[config.mk]
export PLATFORM = sky130hd
export DESIGN_NAME = conv_window5x5
export DESIGN_NICKNAME = d
export VERILOG_FILES = /design/src/rtl/conv_window5x5.sv
export SDC_FILE = /design/constraint.sdc
export NUM_CORES = 1
export LEC_CHECK = 0
export ABC_AREA = 1
export CAP_MARGIN = 0
export CELL_PAD_IN_SITES_DETAIL_PLACEMENT = 1
export CELL_PAD_IN_SITES_GLOBAL_PLACEMENT = 2
export CORE_MARGIN = 3
export CORE_UTILIZATION = 29
export DETAILED_ROUTE_END_ITERATION = 10
export GPL_TIMING_DRIVEN = 1
export PLACE_DENSITY = 0.92
export SLEW_MARGIN = 10
export SYNTH_ARGS = -nofsm -noshare
export SYNTH_HDL_FRONTEND = slang
export SYNTH_SLANG_ARGS = --single-unit
[constraint.sdc]
create_clock -name clk -period 3.1 [get_ports clk]
set_clock_uncertainty 0.1 [all_clocks]
set_input_delay 0.31 -clock clk [delete_from_list [all_inputs] [get_ports clk]]
set_output_delay 0.31 -clock clk [all_outputs]
set_load 0.01 [all_outputs]
[src/rtl/conv_window5x5.sv]
// conv_window5x5: reader side of the 5-row line buffer chain.
// Accepts one 5-pixel column per en strobe, shifts it into a 5x5 window,
// tracks the raster position of the incoming pixel and flags windows that
// lie completely inside the image. All outputs are registered and update
// together one cycle after the accepting en cycle.
//
// Handshake: en is a one-way valid with no back-pressure. A column is
// consumed on every rising edge where en=1 and clr=0. win_valid is a
// one-cycle pulse; window/out_row/out_col stay stable until the next
// accepted column, so a consumer may sample them whenever win_valid=1.
module conv_window5x5 #(
  parameter int COLS      = 28,
  parameter int ROWS      = 28,
  parameter int BIT_WIDTH = 8
) (
  input  logic                     clk,
  input  logic                     rst,
  input  logic                     en,
  input  logic                     clr,
  input  logic [BIT_WIDTH-1:0]     r0,
  input  logic [BIT_WIDTH-1:0]     r1,
  input  logic [BIT_WIDTH-1:0]     r2,
  input  logic [BIT_WIDTH-1:0]     r3,
  input  logic [BIT_WIDTH-1:0]     r4,
  output logic [25*BIT_WIDTH-1:0]  window,
  output logic                     win_valid,
  output logic [7:0]               out_row,
  output logic [7:0]               out_col,
  output logic                     frame_done
);

  localparam int CW = (COLS > 1) ? $clog2(COLS) : 1;
  localparam int RW = (ROWS > 1) ? $clog2(ROWS) : 1;

  localparam logic [CW-1:0] COL_LAST = CW'(COLS - 1);
  localparam logic [RW-1:0] ROW_LAST = RW'(ROWS - 1);
  localparam logic [CW-1:0] COL_FOUR = CW'(4);
  localparam logic [RW-1:0] ROW_FOUR = RW'(4);

  logic [BIT_WIDTH-1:0] win_q [5][5];
  logic [BIT_WIDTH-1:0] col_in [5];

  logic [CW-1:0] col_cnt_q, col_cnt_d;
  logic [RW-1:0] row_cnt_q, row_cnt_d;
  logic          win_valid_q;
  logic          frame_done_q;
  logic [7:0]    out_row_q;
  logic [7:0]    out_col_q;

  logic win_ok;
  logic at_col_end;
  logic at_row_end;

  // Window row 0 is the top (oldest row, r4); row 4 is the current row (r0).
  assign col_in[0] = r4;
  assign col_in[1] = r3;
  assign col_in[2] = r2;
  assign col_in[3] = r1;
  assign col_in[4] = r0;

  assign win_ok     = (col_cnt_q >= COL_FOUR) && (row_cnt_q >= ROW_FOUR);
  assign at_col_end = (col_cnt_q == COL_LAST);
  assign at_row_end = (row_cnt_q == ROW_LAST);

  // Raster position of the next pixel: clr restarts, en advances col then row.
  always_comb begin
    col_cnt_d = col_cnt_q;
    row_cnt_d = row_cnt_q;
    if (clr) begin
      col_cnt_d = '0;
      row_cnt_d = '0;
    end else if (en) begin
      if (at_col_end) begin
        col_cnt_d = '0;
        row_cnt_d = at_row_end ? '0 : row_cnt_q + RW'(1);
      end else begin
        col_cnt_d = col_cnt_q + CW'(1);
      end
    end
  end

  // Position counters.
  always_ff @(posedge clk or negedge rst) begin
    if (!rst) begin
      col_cnt_q <= '0;
      row_cnt_q <= '0;
    end else begin
      col_cnt_q <= col_cnt_d;
      row_cnt_q <= row_cnt_d;
    end
  end

  // Window shift register: every row shifts left, new column enters at c=4.
  always_ff @(posedge clk or negedge rst) begin
    if (!rst) begin
      for (int r = 0; r < 5; r++) begin
        for (int c = 0; c < 5; c++) begin
          win_q[r][c] <= '0;
        end
      end
    end else if (en && !clr) begin
      for (int r = 0; r < 5; r++) begin
        for (int c = 0; c < 4; c++) begin
          win_q[r][c] <= win_q[r][c+1];
        end
        win_q[r][4] <= col_in[r];
      end
    end
  end

  // Valid/done pulses and the top-left coordinate of the presented window.
  always_ff @(posedge clk or negedge rst) begin
    if (!rst) begin
      win_valid_q  <= 1'b0;
      frame_done_q <= 1'b0;
      out_row_q    <= '0;
      out_col_q    <= '0;
    end else if (clr) begin
      win_valid_q  <= 1'b0;
      frame_done_q <= 1'b0;
    end else if (en) begin
      win_valid_q  <= win_ok;
      frame_done_q <= at_col_end && at_row_end;
      if (win_ok) begin
        out_row_q <= 8'(row_cnt_q - ROW_FOUR);
        out_col_q <= 8'(col_cnt_q - COL_FOUR);
      end
    end else begin
      win_valid_q  <= 1'b0;
      frame_done_q <= 1'b0;
    end
  end

  // Flatten the window: element [r][c] at (r*5+c)*BIT_WIDTH.
  for (genvar gr = 0; gr < 5; gr++) begin : g_row
    for (genvar gc = 0; gc < 5; gc++) begin : g_col
      assign window[(gr*5+gc)*BIT_WIDTH +: BIT_WIDTH] = win_q[gr][gc];
    end
  end

  assign win_valid  = win_valid_q;
  assign frame_done = frame_done_q;
  assign out_row    = out_row_q;
  assign out_col    = out_col_q;

endmodule

==> impl_metrics.csv <==
group,metric,value,unit
pwr,p_per_area,733,mW/mm²
layout,seq_area,0.00561,mm²
clock_network,root_buffer,"clkbuf_16",
die,die_h,180,µm
synth,synth-warning-count,0,
timing,setup_viol,0,
die,die_area,0.0325,mm²
setup_path,end_kind,"flop",
global_route,grt_max_degree,137,
setup_path,critPathTopFamily,"simple AND/OR/NAND/NOR gates",
clock_network,clock_latency,0.52,ns
place,gp_congestion,0.780,
timing,finalCritPeriodShare,71.5,%
route,dr.pass1.iters,4,
synth,syn-mean-instance-area,8.80,µm²
setup_path,cp_max_fo,13,
layout,multi_input_area,0.00285,mm²
route,viasPerCell,4.41,
timing,hold_viol_final,0,
synth,syn-instance-count,1002,
route,drt-total-wl,26400,µm
route,vias,7337,
setup_path,slowest_stage,"dfrtp_1",
layout,fin_nets,1310,
timing,period_needed,2.22,ns
timing,tns,0,ns
timing,grt_setup_unrepaired,"false",
place,io_buffers,261,
route,wire_per_inst,15.9,µm
timing,maxSlewHeadroom,43.6,%
global_route,met3_usage,4.58,%
die,ioPinCount,262,
die,die_w,180,µm
setup_path,crit_chain,"inv_1, ha_1, ha_1, nand2_1, nand3_1, nand2_1, nand2_1",
place,post-place-cells,1613,
hold_path,hold_path_class,"in2reg",
timing,slew_violations,0,
die,rows,63,
setup_path,cp.arrival,2.52,ns
clock_network,cts_max_path_buffers,3,
layout,stdcell_count,1662,
global_route,grt_usage,16.0,%
setup_path,crit_buf_inv,1,
setup_path,worstSetupPathType,"reg2reg",
status,outcome,"finished, final reports clean",
route,drc,0,
synth,ys_ff_latch,224,
layout,num-fill-cells,3444,
die,coreArea,0.0298,mm²
layout,mostFrequentLayoutCells,"nand2_1, clkdlybuf4s50_1, dfrtp_1",
layout,final_common_cell,"nand2_1",
synth,synth_nets,1060,
global_route,grt-ovfl-total,0,
synth,yosysUniqueCellTypes,19,
setup_path,path_common_cell,"nand2_1",
route,ant_nets,0,
die,start_util,29.6,%
global_route,grt_pass1_vias,7821,
timing,hold_ws,0.226,ns
setup_path,start_kind,"flop",
setup_path,crit_required,3.40,ns
place,dp_hpwl,17800,µm
synth,synth_area,0.00882,mm²
route,drt_iter0_markers,411,
clock_network,cts.clk_slew.worst_paths,0.06,ns
clock_network,cts_sinks,224,
global_route,globalRoute.busiestLayer,"met2",
global_route,grt_pass1_wl,43100,µm
setup_path,rrSetupSlack,0.88,ns
job,drv_cap,0,
layout,final_layout_size_suffix_gt1_share,4.88,%
pwr,leakage,6.49,nW
pwr,ir_drop,0.314,mV
clock_network,cts_made_buffers,26,
global_route,antenna_found_initial,1,
setup_path,slowest_delay,0.47,ns
global_route,grtUsageMet1,20.0,%
timing,max_freq,451,MHz
layout,area_delta_synth_final,45.0,%
clock_network,cts.htree.levels,1,
clock_network,cts_tree,"yes",
layout,fin_util,42.9,%
timing,tightest_slew,0.846,ns
synth,seq_area_frac_synth,63.5,%
global_route,grt_use_met2,26.9,%
clock_network,post_cts_buffers,0,
==> final timing paths <==
path                               from           to  cells past startpoint
min                               r0[7]  window[199]                      3
min in group asynchronous           rst  window[120]                      2
max in group asynchronous           rst   window[50]                      3
min reg2reg                 window[123]  window[123]                      2
max reg2reg                row_cnt_q[2]   out_row[1]                      7
max                        row_cnt_q[2]   out_row[1]                      7
==> Yosys cell counts <==
library cell,instances,area (µm²)
clkbuf_1,2,7.51
buf_2,41,205
nand2_1,629,2360
inv_2,2,7.51
xor2_1,2,17.5
nor3_1,2,10.0
o21ai_0,12,60.1
nor2_4,1,11.3
nor3_2,1,10.0
buf_4,6,45.0
buf_1,3,11.3
dfrtp_1,224,5610
inv_1,25,93.8
nand3_1,12,60.1
nand4_1,15,93.8
nor2_1,8,30.0
ha_1,14,175
a21oi_1,2,10.0
nand3b_1,1,7.51
==> cells by family (layout without fill, tap and decap cells) <==
kind of cell	after synthesis	in the layout	share of synthesized area, %
AND/OR/NAND/NOR	669	669	29.3
other	0	1	0
buffers and inverters	79	348	4.20
flip-flops	224	224	63.5
adder cells (fa/ha/maj)	14	14	1.99
AO/OA/AOI/OAI	14	14	0.794
XOR/XNOR	2	2	0.199
==> flip-flops by register name, summed over array words and instances (netlist names) <==
name        cells
window        200
out_col         6
out_row         6
col_cnt_q       5
row_cnt_q       5
frame_done      1
win_valid       1
==> per-layer routing <==
| metal | vias to the layer above | routed length (µm) |
|---|---|---|
| met1 | 3555 | 11200 |
| met5 | - | 0 |
| met2 | 191 | 12600 |
| met4 | 0 | 728 |
| met3 | 44 | 1850 |
| li1 | 3547 | - |
==> repair_timing <==
item                                    4_1_cts  5_1_grt
endpoints found under the setup margin        0        0
resized for setup                             0        0
hold endpoints to repair                     99        0
hold buffers                                  1        0
==> cell type report <==
type / count / share of cell area (%)
clock buffers: 38 / 6.31
clock inverters: 9 / 1.33
multi-input cells: 699 / 22.2
diodes: 1 / 0.0196
well taps: 390 / 3.81
repair buffers: 274 / 21.6
inverters: 27 / 0.831
flip-flops and latches: 224 / 43.8
==> power breakdown <==
part | leakage (nW) | switching (mW) | internal [mW]
clock | 0.486 | 1.22 | 2.21
combinational | 3.09 | 0.994 | 1.11
sequential | 2.91 | 0.413 | 3.43
==> tightest hold or removal path: stages <==
cell and delay (ns):
clkdlybuf4s50_1 0.39, nand2_1 0.06, nand2_1 0.05
==> per-stage QoR <==
| stage | instance area, µm² | power [mW] | worst slack [ns] |
|---|---|---|---|
| after floorplan | 8820 | 4.59 | 1.52 |
| after global placement | 11800 | 5.97 | 0.745 |
| after detailed placement | 11800 | 6.03 | 0.736 |
| after CTS | 12800 | 9.52 | 0.833 |
| after global routing | 12800 | 9.88 | 0.644 |
| final | 12800 | 9.37 | 0.882 |
Note: power is estimated with default switching activity, not from simulation.
